File: src/rtl/chroni_line_scheduler.sv
`default_nettype none
// ============================================================================
//  Module   : chroni_line_scheduler
//  Purpose  : sys_clk-domain sequencer for the VGA double line buffer. Issues
//             one render request per source line, alternating buffer halves
//             (0 / 640), paces requests from scanline_start and flags lines
//             that could not be rendered in time (overrun).
//  Options  : `define CHRONI_LINE_IRQ_EN adds irq_line / line_irq (one-cycle
//             pulse at the schedule point where the displayed line matches).
//  Revision : 1.0 - initial release
// ============================================================================
module chroni_line_scheduler #(
  parameter int LINES     = 240,
  parameter int LINE_BITS = 9
) (
  input  logic                 sys_clk,
  input  logic                 reset_n,
  input  logic                 frame_start,
  input  logic                 render_start,
  input  logic                 scanline_start,
  input  logic                 mode_changed,
  input  logic                 pixel_scale,
  input  logic                 render_done,
`ifdef CHRONI_LINE_IRQ_EN
  input  logic [LINE_BITS-1:0] irq_line,
  output logic                 line_irq,
`endif
  output logic                 render_req,
  output logic [LINE_BITS-1:0] render_line,
  output logic                 render_buf,
  output logic                 frame_active,
  output logic                 overrun,
  output logic [7:0]           overrun_cnt
);

  typedef enum logic [2:0] {
    S_IDLE  = 3'd0,
    S_PRIME = 3'd1,
    S_RUN   = 3'd2,
    S_DRAIN = 3'd3,
    S_DONE  = 3'd4
  } state_t;

  localparam logic [LINE_BITS-1:0] c_LAST_LINE = LINE_BITS'(LINES - 1);
  localparam logic [LINE_BITS-1:0] c_ONE       = LINE_BITS'(1);

  state_t               r_state;
  logic                 r_k4;          // latched pixel_scale: 4 VGA lines per half
  logic [2:0]           r_sl_cnt;
  logic [LINE_BITS-1:0] r_next_line;
  logic [LINE_BITS-1:0] r_pend_line;
  logic                 r_pending;
  logic                 r_abort;
  logic                 r_req;
  logic [LINE_BITS-1:0] r_line;
  logic                 r_buf;
  logic                 r_frame_active;
  logic                 r_overrun;
  logic [7:0]           r_overrun_cnt;
`ifdef CHRONI_LINE_IRQ_EN
  logic                 r_line_irq;
`endif

  logic                 w_done;
  logic                 w_sched;
  logic [2:0]           w_reload;
  logic [7:0]           w_cnt_inc;

  // done only counts while a request is actually outstanding
  assign w_done    = render_done & r_req;
  // schedule point: scanline decrement 1 -> 0 while lines remain to be issued
  assign w_sched   = (r_state == S_RUN) && !r_abort && !frame_start && scanline_start &&
                     (r_sl_cnt == 3'd1) && (r_next_line <= c_LAST_LINE);
  assign w_reload  = r_k4 ? 3'd4 : 3'd2;
  assign w_cnt_inc = (r_overrun_cnt == 8'hFF) ? 8'hFF : r_overrun_cnt + 8'd1;

  // Scheduler FSM: state, request handshake, scanline pacing and overrun tracking
  always_ff @(posedge sys_clk or negedge reset_n) begin
    if (!reset_n) begin
      r_state        <= S_IDLE;
      r_k4           <= 1'b0;
      r_sl_cnt       <= 3'd0;
      r_next_line    <= '0;
      r_pend_line    <= '0;
      r_pending      <= 1'b0;
      r_abort        <= 1'b0;
      r_req          <= 1'b0;
      r_line         <= '0;
      r_buf          <= 1'b0;
      r_frame_active <= 1'b0;
      r_overrun      <= 1'b0;
      r_overrun_cnt  <= 8'd0;
`ifdef CHRONI_LINE_IRQ_EN
      r_line_irq     <= 1'b0;
`endif
    end else begin
      r_overrun <= 1'b0;
`ifdef CHRONI_LINE_IRQ_EN
      r_line_irq <= 1'b0;
`endif
      if (frame_start) r_overrun_cnt <= 8'd0;

      if (mode_changed) begin
        // timing reprogrammed: abandon the frame, later dones find r_req low
        r_state        <= S_IDLE;
        r_req          <= 1'b0;
        r_pending      <= 1'b0;
        r_abort        <= 1'b0;
        r_sl_cnt       <= 3'd0;
        r_frame_active <= 1'b0;
      end else begin
        case (r_state)
          S_IDLE: begin
            if (render_start) begin
              r_k4           <= pixel_scale;
              r_sl_cnt       <= 3'd2;
              r_req          <= 1'b1;
              r_line         <= '0;
              r_buf          <= 1'b0;
              r_frame_active <= 1'b1;
              r_next_line    <= '0;
              r_pending      <= 1'b0;
              r_abort        <= 1'b0;
              r_state        <= S_PRIME;
            end
          end

          S_PRIME, S_RUN, S_DRAIN: begin
            if (w_done) r_req <= 1'b0;

            if (r_abort || frame_start) begin
              // new frame began mid-render: wait only for the outstanding done
              r_abort <= 1'b1;
              if (!r_req || w_done) begin
                r_state        <= S_IDLE;
                r_abort        <= 1'b0;
                r_pending      <= 1'b0;
                r_sl_cnt       <= 3'd0;
                r_frame_active <= 1'b0;
              end
            end else if (r_state == S_PRIME) begin
              if (w_done) begin
                r_state     <= S_RUN;
                r_next_line <= c_ONE;
              end
            end else if (r_state == S_RUN) begin
              if (scanline_start) begin
                if (r_sl_cnt == 3'd1)      r_sl_cnt <= w_reload;
                else if (r_sl_cnt != 3'd0) r_sl_cnt <= r_sl_cnt - 3'd1;
              end

              if (w_sched) begin
                r_next_line <= r_next_line + c_ONE;
`ifdef CHRONI_LINE_IRQ_EN
                if ((r_next_line - c_ONE) == irq_line) r_line_irq <= 1'b1;
`endif
                if (r_req) begin
                  // request still up (or finishing now): park this line as pending;
                  // a coincident done is not an overrun unless a pending line is lost
                  r_pending   <= 1'b1;
                  r_pend_line <= r_next_line;
                  if (!w_done || r_pending) begin
                    r_overrun     <= 1'b1;
                    r_overrun_cnt <= w_cnt_inc;
                  end
                end else begin
                  r_req     <= 1'b1;
                  r_line    <= r_next_line;
                  r_buf     <= r_next_line[0];
                  r_pending <= 1'b0;
                  if (r_pending) begin
                    r_overrun     <= 1'b1;
                    r_overrun_cnt <= w_cnt_inc;
                  end
                  if (r_next_line == c_LAST_LINE) r_state <= S_DRAIN;
                end
              end else if (!r_req && r_pending) begin
                // pending line goes out after the mandatory low cycle
                r_req     <= 1'b1;
                r_line    <= r_pend_line;
                r_buf     <= r_pend_line[0];
                r_pending <= 1'b0;
                if (r_pend_line == c_LAST_LINE) r_state <= S_DRAIN;
              end
            end else begin
              if (w_done) begin
                r_state        <= S_DONE;
                r_frame_active <= 1'b0;
              end
            end
          end

          S_DONE: begin
            if (frame_start) r_state <= S_IDLE;
          end

          default: r_state <= S_IDLE;
        endcase
      end
    end
  end

  assign render_req   = r_req;
  assign render_line  = r_line;
  assign render_buf   = r_buf;
  assign frame_active = r_frame_active;
  assign overrun      = r_overrun;
  assign overrun_cnt  = r_overrun_cnt;
`ifdef CHRONI_LINE_IRQ_EN
  assign line_irq     = r_line_irq;
`endif

endmodule
`default_nettype wire
File: config.mk
export PLATFORM = sky130hd
export DESIGN_NAME = chroni_line_scheduler
export DESIGN_NICKNAME = d
export VERILOG_FILES = /design/src/rtl/chroni_line_scheduler.sv
export SDC_FILE = /design/constraint.sdc
export NUM_CORES = 1
export LEC_CHECK = 0
export ABC_CLOCK_PERIOD_IN_PS = 6300
export CORE_MARGIN = 2
export CORE_UTILIZATION = 55
export CTS_CLUSTER_SIZE = 12
export DETAILED_ROUTE_END_ITERATION = 6
export HOLD_SLACK_MARGIN = 0.15
export PLACE_DENSITY = 0.83
export SLEW_MARGIN = 20
export SYNTH_ARGS = -nofsm -noshare
export SYNTH_HDL_FRONTEND = slang
export SYNTH_SLANG_ARGS = --single-unit
File: constraint.sdc
create_clock -name sys_clk -period 6.3 [get_ports sys_clk]
set_input_delay 1.26 -clock sys_clk [delete_from_list [all_inputs] [get_ports sys_clk]]
set_output_delay 1.26 -clock sys_clk [all_outputs]
set_load 0.1 [all_outputs]
=== Word level (Yosys, flattened, before mapping) ===
Index checks and enable logic that the tools add are counted.

* Register bits: 48
* Output and inout port bits: 21
* Input bits: 8
* Word-level logic and storage cells: 179

* $add $sub $neg: 3
* Bitwise logic cells: 4
* $lt $le $gt $ge: 1
* Equality and inequality tests: 34
* Reduce and logical (&&, ||, !) cells: 28
* Muxes and demuxes: 96

{| class="wikitable"
|+ Operator list
! kind !! number
|-
| $mux W9 || 12
|-
| $mux W8 || 11
|-
| $mux W3 || 23
|-
| $mux W1 || 41
|-
| $pmux W9 S2 || 2
|-
| $ne A7 B7 Y1 const B || 4
|-
| $ne A3 B3 Y1 const B || 8
|-
| $ne A4 B4 Y1 const B || 6
|-
| $reduce_and A7 Y1 || 3
|-
| $ne A5 B5 Y1 const B || 4
|-
| $eq A9 B8 Y1 const B || 2
|-
| $reduce_and A6 Y1 || 2
|-
| $pmux W1 S2 || 5
|-
| $add A9 B1 Y9 const B || 1
|-
| $le A9 B8 Y1 const B || 1
|-
| $pmux W3 S3 || 1
|-
| $reduce_and A9 Y1 || 1
|-
| $add A8 B1 Y8 const B || 1
|-
| $eq A8 B8 Y1 const B || 1
|-
| $ne A2 B2 Y1 const B || 4
|-
| $reduce_and A8 Y1 || 1
|-
| $eq A3 B1 Y1 const B || 2
|-
| $eq A3 B2 Y1 const B || 2
|-
| $logic_and A1 B1 Y1 || 6
|-
| other kinds (13) || 22
|}

=== Depth between registers and ports, before layout ===
Gate-level depths: netlist of run 1.

* Depth after elaboration: 12
* Mapped depth: 8
* Depth with buffers taken out: 7

=== Worst setup path after synthesis of run 1 ===
No wires, ideal clock.

* Path kind: in2reg
* Start: in frame_start
* End: reg r_pend_line[0]
* Library setup time: 0.125 ns
* Stages on the path: 6
* Setup slack: 3.524 ns
* Data arrival time: 2.652 ns
* Required time: 6.175 ns
* Path through: buf_2 > nor4_4 > and2_1 > and3_1 > buf_2 > mux2_2

* Longest elaborated chain between the ends: 6
* Elaborated cells on any way between the ends: 8
* Classes of those cells: 1 x bitwise; 7 x reduce/logical

{| class="wikitable"
|+ Ends and longest elaborated chain
! element !! line !! RTL
|-
| start: declaration || 18 || <nowiki>input logic frame_start,</nowiki>
|-
| $logic_not A1 Y1 || 72 || <nowiki>assign w_sched = (r_state == S_RUN) && !r_abort && !frame_start && scanline_start &&</nowiki>
|-
| $logic_and A1 B1 Y1 (3 in series) || 72 ||
|-
| $logic_and A1 B1 Y1 || 73 || <nowiki>(r_sl_cnt == 3'd1) && (r_next_line <= c_LAST_LINE);</nowiki>
|-
| $reduce_and A7 Y1 (no line) (*) || -- ||
|-
| end signal: assignment || 161 || <nowiki>r_pend_line <= r_next_line;</nowiki>
|-
| end: declaration || 51 || <nowiki>logic [LINE_BITS-1:0] r_pend_line;</nowiki>
|}

Mark *: on every way between the ends. The rest lies on a longest branch, timed or not.
A chain may end at the register's enable or synchronous reset.

=== Worst setup path after layout of run 1 ===
* Start: in frame_start
* End: reg r_next_line[2]

* Longest elaborated chain between the ends: 7
* Elaborated cells on any way between the ends: 9
* Classes of those cells: 2 x eq/ne; 7 x reduce/logical

{| class="wikitable"
|+ Ends and longest elaborated chain
! element !! line !! RTL
|-
| $logic_not A1 Y1 || 72 ||
|-
| $logic_and A1 B1 Y1 (3 in series) || 72 ||
|-
| $logic_and A1 B1 Y1 || 73 ||
|-
| $ne A3 B3 Y1 (no line) || -- ||
|-
| $reduce_and A7 Y1 (no line) (*) || -- ||
|-
| end signal: assignment || 144 || <nowiki>r_next_line <= c_ONE;</nowiki>
|-
| end signal: assignment || 153 || <nowiki>r_next_line <= r_next_line + c_ONE;</nowiki>
|-
| end: declaration || 50 || <nowiki>logic [LINE_BITS-1:0] r_next_line;</nowiki>
|}

Marked as above.

==> impl_metrics.tcl, run 1 <==
set metrics [dict create \
    outcome "complete, no violations" \
    grt_pass1_vias 2341 \
    via_count 2464 \
    fmax_mhz 284 \
    yosys.area.top_type "dfrtp_1" \
    start_util_pct 56.5 \
    firstDrtPassIters 5 \
    p_comb_share_pct 35.6 \
    maxCapViolCount 0 \
    die_w_um 76.0 \
    path_clk_slew_ns 0.09 \
    cts_resized 0 \
    grt_overflow 0 \
    synth_area_leaders "dfrtp_1, mux2_2, a21oi_1" \
    ys_types 63 \
    ys_top_cells_by_count "dfrtp_1, a21oi_1, nand2_1, mux2_2" \
    seq_area_frac_synth_pct 41.3 \
    antenna_left 0 \
    setup_violations 0 \
    worstMarginPinSlew_ns 0.975 \
    synthCells 297 \
    htreeDepth 2 \
    p_int_uw 542 \
    antenna_found_initial 0 \
    pwr_density_cell_nw_per_um2 283 \
    syn_nets 310 \
    num-fill-cells 428 \
    relSlewSlack_pct 34.8 \
    antenna_cells 0 \
    finalHoldViolCount 0 \
    yosysMostFrequentCell "dfrtp_1" \
    grt_usage_pct 23.5 \
    p_sw_uw 373 \
    drt-total-wl_um 6650 \
    wl_per_cell_um 17.3 \
    core-area_sq_um 5040 \
    hold_buffers 0 \
    cts_buffers 5 \
    yosysWarningCount 0 \
    seqPwrFrac_pct 43.2 \
    drv_slew 0 \
    fin_crit_ns 3.52 \
    rsz0062_at_grt "false" \
    rows 26 \
    reg2reg_slack_ns 3.57 \
    dr.max_layer_used "met4" \
    die_h_um 76.0 \
    dr_wl_met2_um 3190 \
    p_clk_share_pct 21.2 \
    synthArstFlopShare_pct 100 \
    synth-main-ff-cell "dfrtp_1" \
    syn_to_final_growth_pct 13.3 \
    drc_errors 0 \
    yosysTopAreaCellShare_pct 41.3 \
    ios 29 \
    syn_area_sq_um 2850 \
    avgViaCountPerCell 6.40 \
    grt_max_degree 48 \
    clock_latency_ns 0.31 \
    timing.final.crit_share_pct 55.9 \
    io_buffers 28 \
    synth_area_per_cell_sq_um 9.60 \
    finalNetCount 327 \
    die_area_sq_um 5770 \
    hp-class "reg2reg" \
    endpoint_kind "flip-flop" \
    post-cts-setup-buffer-count 0 \
    cts_tree "done" \
    p_sw_share_pct 40.8 \
    cts.sinks 47 \
    gp_congestion 0.893 \
    timing.hold.ws_ns 0.511 \
    drtIter0Drc 196 \
    hpwlAfterDp_um 4650 \
    synth_edf_count 0 \
    crit_fanout 13 \
    crit_type "in2reg" \
    cellLeakagePower_nw 1.39 \
    clockBufferDepth 2 \
    start_kind "primary input" \
    ys_ff_latch 47 \
    fin_setup_tns_ns 0 \
    drive_above_1_share_pct 14.6 \
    wl_met3_um 406 \
    required_ns 6.54 \
    wl_met1_um 2930 \
    finalClockSkew_ns 0.00696 \
    cp_data_arrival_time_ns 3.77 \
    grt_pass1_wl_um 11000 \
    peakVddDrop_mv 0.160 \
    cts_root_buf "clkbuf_8" \
]
stage by stage:
| step | setup WS, ns | cell area, sq um | utilization [%] | instances | power, mW |
|---|---|---|---|---|---|
| after floorplan | 3.52 | 2850 | - | 297 | 0.643 |
| after global placement | 2.63 | 3130 | 62.0 | 377 | 0.709 |
| after detailed placement | 2.55 | 3130 | 62.0 | 377 | 0.717 |
| after CTS | 2.82 | 3230 | 64.0 | 385 | 0.913 |
| after global routing | 2.61 | 3230 | 64.0 | 385 | 0.966 |
| final | 2.78 | 3230 | 64.0 | 385 | 0.915 |
power groups by stage:
stage	sequential, mW	combinational, mW	clock [mW]
floorplan	0.394	0.249	0
global placement	0.398	0.311	0
detailed placement	0.400	0.317	0
CTS	0.394	0.320	0.199
global route	0.402	0.352	0.212
finish	0.396	0.326	0.194
cell usage in the layout, fill, tap and decap left out, types with 5 or more instances in the layout:
cell	n
and3_1	6
clkbuf_8	6
clkdlybuf4s50_1	27
and2_1	5
nor2b_1	6
ha_1	5
nand3_1	14
a21oi_1	25
dfrtp_1	47
a211oi_1	5
o21ai_0	16
nor2_1	16
nand2_1	21
inv_1	13
nor3_1	9
mux2_2	20
worst max-delay path, stage by stage:
cell and delay, ns:
clkdlybuf4s50_1 0.67, or2_1 0.42, nor3_2 0.61, a21oi_1 0.31, nor4b_1 0.33, a311o_1 0.16
kinds of logic (layout without fill, tap and decap cells):
family,Yosys count,in the layout,share of synthesized area [%]
multiplexers,24,24,9.31
buffers and inverters,31,49,4.74
flip-flops,47,47,41.3
AND/OR/NAND/NOR,109,109,22.8
AO/OA/AOI/OAI,81,81,19.7
adder cells (fa/ha/maj),5,5,2.19
final timing paths:
check | start | end | cells past startpoint
max in group asynchronous | reset_n | render_req$_DFFE_PN0P_ | 1
min in group asynchronous | reset_n | r_next_line[1]$_DFFE_PN0P_ | 1
hold reg to reg | render_line[4]$_DFFE_PN0P_ | render_line[4]$_DFFE_PN0P_ | 1
setup / recovery | frame_start | r_next_line[2]$_DFFE_PN0P_ | 6
hold / removal | render_line[4]$_DFFE_PN0P_ | render_line[4]$_DFFE_PN0P_ | 1
setup reg to reg | r_next_line[0]$_DFFE_PN0P_ | render_line[1]$_DFFE_PN0P_ | 6
cell type report:
class | count | area (sq um) | area share, %
Multi-Input combinational cell | 219 | 1540 | 47.7
Sequential cell | 47 | 1180 | 36.4
Timing Repair Buffer | 28 | 278 | 8.60
Tap cell | 70 | 87.6 | 2.71
Clock buffer | 6 | 82.6 | 2.56
Inverter | 13 | 48.8 | 1.51
Clock inverter | 2 | 16.3 | 0.504
sequential cells by signal, summed over array words and instances, names as in the netlist:
register	count
r_next_line	9
r_state	3
r_k4	1
overrun_cnt	8
r_pend_line	9
render_req	1
r_abort	1
r_pending	1
overrun	1
r_sl_cnt	3
frame_active	1
render_buf	1
render_line	8
per-layer routing:
| layer | vias up | GRT usage (%) |
|---|---|---|
| met5 | - | 0 |
| met4 | 0 | 9.09 |
| met3 | 17 | 4.98 |
| met2 | 95 | 38.4 |
| met1 | 1219 | 30.8 |
| li1 | 1133 | - |
Note: power is estimated with default switching activity, not from simulation.
==> inputs of run 2 (changes only) <==
--- a/config.mk
+++ b/config.mk
@@ -5,13 +5,13 @@
 export SDC_FILE = /design/constraint.sdc
 export NUM_CORES = 1
 export LEC_CHECK = 0
-export ABC_CLOCK_PERIOD_IN_PS = 6300
+export ABC_CLOCK_PERIOD_IN_PS = 2950
 export CORE_MARGIN = 2
-export CORE_UTILIZATION = 55
+export CORE_UTILIZATION = 51
 export CTS_CLUSTER_SIZE = 12
 export DETAILED_ROUTE_END_ITERATION = 6
 export HOLD_SLACK_MARGIN = 0.15
-export PLACE_DENSITY = 0.83
+export PLACE_DENSITY = 0.81
 export SLEW_MARGIN = 20
 export SYNTH_ARGS = -nofsm -noshare
 export SYNTH_HDL_FRONTEND = slang
==> constraint.sdc (replaced) <==
create_clock -name sys_clk -period 2.95 [get_ports sys_clk]
set_input_delay 0.59 -clock sys_clk [delete_from_list [all_inputs] [get_ports sys_clk]]
set_output_delay 0.59 -clock sys_clk [all_outputs]
set_load 0.1 [all_outputs]
==> run 2 against run 1 <==
Net effect: sequential power up 110%; hold slack worse by 0.27 ns; clock power up 120%; non-clock buffer count up 8; setup slack worse by 2.3 ns; final cell count up 2.6%; via count down 1.3%.
==> impl_metrics.tcl, run 2 (synthesis results as in run 1) <==
set metrics [dict create \
    grt_pass1_vias 2359 \
    grt_pass1_wl_um 11300 \
    relSlewSlack_pct 50.2 \
    rsz0062_at_grt "false" \
    multi_input_area_sq_um 1540 \
    cts_buffers 5 \
    setup_violations 0 \
    fin_setup_tns_ns 0 \
    placed_cell_area_sq_um 3140 \
    crit_type "reg2reg" \
    die_w_um 78.8 \
    start_util_pct 52.4 \
    crit_fanout 12 \
    fin_crit_ns 2.50 \
    finalClockSkew_ns 0.00908 \
    required_ns 3.13 \
    grt_usage_pct 22.8 \
    finalNetCount 335 \
    start_kind "flip-flop" \
    regArea_sq_um 1180 \
    worstMarginPinSlew_ns 0.745 \
    pwr_density_cell_nw_per_um2 611 \
    grt_max_degree 23 \
    finalHoldViolCount 0 \
    hold_buffers 0 \
    drtIter0Drc 215 \
    wl_per_cell_um 16.5 \
    htreeDepth 2 \
    num-fill-cells 463 \
    hp-class "in2async" \
    cp_data_arrival_time_ns 2.68 \
    gp_congestion 0.903 \
    cellLeakagePower_nw 1.48 \
    drc_errors 0 \
    endpoint_kind "flip-flop" \
    drv_slew 0 \
    grt_overflow 0 \
    r2r_cells 6 \
    peakVddDrop_mv 0.283 \
    antenna_found_initial 0 \
    top_regs "r_next_line x9, r_pend_line x9" \
    antenna_cells 0 \
    cts_resized 0 \
    fmax_mhz 400 \
    final_cell_area_sq_um 3240 \
    hpwlAfterDp_um 4740 \
    firstDrtPassIters 4 \
    final_common_cell "dfrtp_1" \
    timing.final.crit_share_pct 84.8 \
    antenna_left 0 \
    rows 27 \
    cts_root_buf "clkbuf_8" \
    die_h_um 78.8 \
    path_clk_slew_ns 0.09 \
    layout_common_cells "dfrtp_1, buf_4, a21oi_1" \
    io_buffers 28 \
    post-cts-setup-buffer-count 0 \
    clockBufferDepth 2 \
    syn_to_final_growth_pct 13.6 \
    drive_above_1_share_pct 22.9 \
    outcome "complete, no violations" \
    ios 29 \
    maxCapViolCount 0 \
    clock_latency_ns 0.31 \
    die_area_sq_um 6200 \
    cts_tree "done" \
    core-area_sq_um 5440 \
    via_count 2433 \
    drt-total-wl_um 6530 \
    cts.sinks 47 \
    avgViaCountPerCell 6.16 \
]
[run 2: power breakdown]
| part | leakage, nW | internal [mW] | switching (mW) |
|---|---|---|---|
| registers | 0.646 | 0.709 | 0.139 |
| clock network | 0.0515 | 0.214 | 0.209 |
| logic | 0.778 | 0.270 | 0.438 |
| total | 1.48 | 1.19 | 0.786 |
[run 2: worst paths after layout]
check | from | to | slack (ns)
worst max-delay path | r_next_line[0]$_DFFE_PN0P_ | r_next_line[2]$_DFFE_PN0P_ | 0.45
worst min-delay path | reset_n | render_line[2]$_DFFE_PN0P_ | 0.24
worst max register to register | r_next_line[0]$_DFFE_PN0P_ | r_next_line[2]$_DFFE_PN0P_ | 0.45
worst min register to register | render_line[7]$_DFFE_PN0P_ | render_line[7]$_DFFE_PN0P_ | 0.51
max in group asynchronous | reset_n | r_next_line[1]$_DFFE_PN0P_ | 2.12
min in group sys_clk | render_line[7]$_DFFE_PN0P_ | render_line[7]$_DFFE_PN0P_ | 0.51
[run 2: area by class of cell]
cell class	instances	area share [%]
timing repair buffer	36	8.74
clock buffer	8	3.09
multi-input combinational	219	47.5
tap	72	2.78
inverter	13	1.51
sequential	47	36.3
[run 2: through the flow]
stage	hold WS, ns	total power, mW	utilization, %	instances	setup slack [ns]
finish	0.243	1.98	59.5	395	0.449
global route	0.282	2.10	59.5	395	0.303
CTS	0.260	1.98	59.5	395	0.463
detailed placement	0.496	1.56	57.7	387	0.231
global placement	0.492	1.54	57.7	387	0.295
floorplan	0.294	1.37	-	297	0.500
[run 2: worst max-delay path, cell delays in order, from the launching register on]
cell and delay (ns):
dfrtp_1 0.47, ha_1 0.33, nand4b_1 0.29, o211a_1 0.42
a21oi_1 0.45, nor4b_1 0.10, a311o_1 0.30
[run 2: layer usage]
layer	routed length (um)	GRT usage [%]
met3	364	3.18
met5	0	0
met4	108	6.32
met1	2900	30.7
met2	3150	38.8
==> inputs of run 3 (changes only) <==
--- a/config.mk
+++ b/config.mk
@@ -5,7 +5,7 @@
 export SDC_FILE = /design/constraint.sdc
 export NUM_CORES = 1
 export LEC_CHECK = 0
-export ABC_CLOCK_PERIOD_IN_PS = 2950
+export ABC_CLOCK_PERIOD_IN_PS = 2200
 export CORE_MARGIN = 2
 export CORE_UTILIZATION = 51
 export CTS_CLUSTER_SIZE = 12
==> constraint.sdc (replaced) <==
create_clock -name sys_clk -period 2.2 [get_ports sys_clk]
set_input_delay 0.44 -clock sys_clk [delete_from_list [all_inputs] [get_ports sys_clk]]
set_output_delay 0.44 -clock sys_clk [all_outputs]
set_load 0.1 [all_outputs]
==> run 3 against run 2 <==
Net effect: design area up 11%; hold slack improved by 0.27 ns; sequential power up 30%; wire length up 8.3%; core utilization grew 6.5 points; sequential share of layout area is 3.5 points lower; fmax is 18% higher; combinational power rose by 75%; register-to-register slack lost 0.37 ns; power is 45% higher; critical path type unchanged.
==> impl_metrics.tcl, run 3 (synthesis results as in run 1) <==
set metrics [dict create \
    outcome "complete, no violations" \
    regArea_sq_um 1180 \
    r2r_cells 7 \
    clock_latency_ns 0.30 \
    required_ns 2.40 \
    avgViaCountPerCell 5.85 \
    antenna_cells 0 \
    num-fill-cells 438 \
    syn_to_final_growth_pct 25.9 \
    setup_violations 0 \
    relSlewSlack_pct 66.8 \
    gp_congestion 0.904 \
    grt_pass1_vias 2531 \
    worstHoldStart "render_line[6]$_DFFE_PN0P_" \
    drv_slew 0 \
    die_area_sq_um 6200 \
    r2r_end "render_line[5]$_DFFE_PN0P_" \
    io_buffers 28 \
    worstMarginPinSlew_ns 0.498 \
    timing.hold.ws_ns 0.517 \
    pwr_density_cell_nw_per_um2 798 \
    crit_type "reg2reg" \
    fin_crit_ns 2.12 \
    cts_root_buf "clkbuf_8" \
    rows 27 \
    htreeDepth 2 \
    cellLeakagePower_nw 1.69 \
    grt_overflow 0 \
    r2r_start "r_next_line[0]$_DFFE_PN0P_" \
    timing.final.crit_share_pct 96.3 \
    endpoint_kind "flip-flop" \
    maxCapViolCount 0 \
    start_kind "flip-flop" \
    cts_buffers 5 \
    final_common_cell "buf_4" \
    cts.sinks 47 \
    grt_max_degree 29 \
    finalHoldViolCount 0 \
    grt_usage_pct 24.5 \
    multi_input_area_sq_um 1540 \
    hold_path_end "render_line[6]$_DFFE_PN0P_" \
    finalClockSkew_ns 0.00698 \
    die_h_um 78.8 \
    firstDrtPassIters 4 \
    antenna_left 0 \
    whs_path_depth 1 \
    finalNetCount 377 \
    clockBufferDepth 2 \
    cp_data_arrival_time_ns 2.32 \
    reg2reg_slack_ns 0.08 \
    die_w_um 78.8 \
    hp-class "reg2reg" \
    fin_setup_tns_ns 0 \
    drc_errors 0 \
    fmax_mhz 472 \
    layout_common_cells "buf_4, dfrtp_1, a21oi_1" \
    cts_tree "done" \
    drt-total-wl_um 7070 \
    hpwlAfterDp_um 5330 \
    drtIter0Drc 191 \
    via_count 2555 \
    wl_per_cell_um 16.2 \
    ios 29 \
    top_regs "r_next_line x9, r_pend_line x9" \
    start_util_pct 52.4 \
    rsz0062_at_grt "false" \
    peakVddDrop_mv 0.445 \
    antenna_found_initial 0 \
    crit_fanout 9 \
    drive_above_1_share_pct 32.9 \
    grt_pass1_wl_um 12100 \
    path_clk_slew_ns 0.09 \
    core-area_sq_um 5440 \
]
[run 3: cell types whose count changed in the layout (fill, tap and decap cells not counted), moves of 2 or more]
cell | previous run | this run
clkinvlp_4 | 0 | 2
buf_4 | 29 | 67
buf_12 | 0 | 3
dfrtp_1 | 47 | 44
clkbuf_8 | 7 | 5
dfrtp_2 | 0 | 3
[run 3: worst max path at each step]
stage	startpoint	to	slack, ns
2_1_floorplan	r_next_line[0]$_DFFE_PN0P_	render_buf$_DFFE_PN0P_	0.03
3_3_place_gp	frame_start	r_k4$_DFFE_PN0P_	-0.21
3_5_place_dp	frame_start	r_state[0]$_DFFE_PN0P_	-0.25
4_1_cts	r_next_line[0]$_DFFE_PN0P_	render_line[5]$_DFFE_PN0P_	0.007
5_1_grt	r_sl_cnt[1]$_DFFE_PN0P_	overrun_cnt[0]$_DFF_PN0_	0.007
6_report	r_next_line[0]$_DFFE_PN0P_	render_line[5]$_DFFE_PN0P_	0.08
[run 3: layout make-up]
cell class	instances	area share (%)
clock buffers	5	1.92
clock inverters	3	0.558
inverters	13	1.36
multi-input cells	219	42.9
flip-flops and latches	47	32.9
well taps	72	2.51
repair buffers	78	17.8
[run 3: layer usage]
layer  part of all wire [%]  track usage (%)  wire length (um)
met1                     44             33.4              3130
met2                     48             39.4              3400
met3                    5.8             4.20               412
met4                    1.7             8.60               123
met5                      0                0                 0
[run 3: where the power goes]
part	internal [mW]	leakage, nW	total [mW]	switching, mW
combinational	0.556	1.01	1.24	0.683
clock	0.221	0.0402	0.523	0.302
sequential	0.952	0.641	1.10	0.150
total	1.73	1.69	2.86	1.13
[run 3: worst max-delay path: stages, from the launching register on]
cell and delay (ns):
dfrtp_1 0.39, ha_1 0.22, nand4b_1 0.25, o211ai_4 0.24, nor2_2 0.09, o311ai_4 0.31
buf_12 0.17, mux2_2 0.34
[run 3: what timing repair did]
item	CTS	global route
hold buffers	1	0
buffers inserted	0	1
endpoints found under the setup margin	0	12
hold endpoints to repair	19	0
gates resized for setup	0	2
[run 3: through the flow]
| step | setup WS (ns) | utilization (%) | power [mW] | instance area, sq um | cells |
|---|---|---|---|---|---|
| 6_report | 0.0810 | 66.0 | 2.86 | 3590 | 437 |
| 5_1_grt | 0.00691 | 66.0 | 3.04 | 3590 | 437 |
| 4_1_cts | 0.00654 | 65.5 | 2.83 | 3560 | 436 |
| 3_5_place_dp | -0.249 | 63.7 | 2.31 | 3470 | 427 |
| 3_3_place_gp | -0.208 | 63.7 | 2.28 | 3470 | 427 |
| 2_1_floorplan | 0.0278 | - | 1.84 | 2850 | 297 |
==> RTL edit, RTL diff (flow settings as in run 2) <==
Put one more register stage on the output `overrun_cnt`. The value now appears one clock later. The other outputs are not delayed to match.
--- a/src/rtl/chroni_line_scheduler.sv
+++ b/src/rtl/chroni_line_scheduler.sv
@@ -207,3 +207,5 @@
   assign overrun      = r_overrun;
-  assign overrun_cnt  = r_overrun_cnt;
+  always_ff @(posedge sys_clk) begin
+    overrun_cnt <= r_overrun_cnt;
+  end
 `ifdef CHRONI_LINE_IRQ_EN
Check against the original RTL: not equivalent (Yosys sat finds a counterexample within 10 cycles, from zero or initial values and one cycle with reset_n low).
==> RTL edit against run 2 <==
Via count is 4.1% lower. Total power is 10% lower. Routed wire length fell by 6.4%. Final area grew 0.70%. Sequential cell count increased by 8. Area after synthesis is 1.6% lower. Clock skew decreased by 0.0040 ns. Setup slack worse by 0.17 ns.
==> RTL edit: results (changes against run 2) <==
{
  "place_inst": {"value": 382, "change": "-1.3%"},
  "dp.final_hpwl": {"value": 4.38, "unit": "mm", "change": "-7.7%"},
  "status": "finished, final reports clean",
  "worst-endpoint-arrival": {"value": 2.87, "unit": "ns", "change": "+0.19 ns"},
  "seqAreaFraction": {"value": 41.0, "unit": "%", "change": "+4.7 points"},
  "layout.nets": {"value": 330, "change": "-1.5%"},
  "multi_input_comb_area": {"value": 0.00135, "unit": "sq mm", "change": "-12%"},
  "worstSetupStartpointType": "primary input",
  "skew": {"value": 0.00511, "unit": "ns", "change": "-0.00397 ns"},
  "max-vdd-ir-drop": {"value": 337, "unit": "uV", "change": "+19%"},
  "placed_cell_area": {"value": 0.00317, "unit": "sq mm", "change": "+1.0%"},
  "clockBufferCount": {"value": 6, "change": "-2"},
  "nonClkBufAreaFrac": {"value": 11.0, "unit": "%", "change": "+2.2 points"},
  "timing.rr.end": "r_pend_line[3]$_DFFE_PN0P_",
  "drt_iter0_drc": {"value": 255, "change": "+19%"},
  "first_global_vias": {"value": 2290, "change": "-2.9%"},
  "post_synth_most_frequent_cells": "47 x sky130_fd_sc_hd__dfrtp_1, 28 x sky130_fd_sc_hd__nand2_1, 14 x sky130_fd_sc_hd__o21ai_0",
  "synthTopCellsByArea": "sky130_fd_sc_hd__dfrtp_1 42%, sky130_fd_sc_hd__dfxtp_1 5.7%, sky130_fd_sc_hd__mux2i_1 3.9%, sky130_fd_sc_hd__nand2_1 3.7%, sky130_fd_sc_hd__mux2_2 3.2%",
  "flops_and_latches": {"value": 55, "change": "+17%"},
  "seq_area_frac_synth": {"value": 47.6, "unit": "%", "change": "+6.4 points"},
  "grt_first_pass_wirelength": {"value": 10.5, "unit": "mm", "change": "-7.6%"},
  "worst_r2r_path_depth": {"value": 8, "change": "+2"},
  "non_clock_buffer_count": {"value": 44, "change": "+22%"},
  "finalCritPeriodShare": {"value": 90.5, "unit": "%", "change": "+5.7 points"},
  "n_all_inverters": {"value": 9, "change": "-4"},
  "syn-instance-count": {"value": 283, "change": "-4.7%"},
  "synth_cell_type_count": {"value": 59, "change": "-6.3%"},
  "worst_path_max_delay_cell": "sky130_fd_sc_hd__or4bb_1"
}
## RTL edit: cells by family (layout without fill, tap and decap cells)
| group | after synthesis | in the layout | synth area share, % |
|---|---|---|---|
| flip-flops | 55 | 55 | 47.6 |
| AND/OR/NAND/NOR | 100 | 100 | 19.1 |
| AO/OA/AOI/OAI | 77 | 77 | 19.3 |
| adder cells (fa/ha/maj) | 5 | 5 | 2.23 |
| buffers and inverters | 26 | 61 | 4.15 |
| multiplexers | 20 | 20 | 7.54 |
## RTL edit: worst max-delay path: cells and delay by family
kind	cells	cell delay, ns
buffers and inverters	2	0.62
AND/OR/NAND/NOR	4	1.33
multiplexers	1	0.33
## RTL edit: routing by layer
metal	vias to the layer above	global-route usage (%)
met4	0	8.95
met2	84	35.2
met3	14	3.56
li1	1121	-
met1	1114	27.9
met5	-	0
## RTL edit: report_power, final
group	switching [uW]	internal, uW
Clock	249	171
Combinational	299	176
Sequential	85.7	799
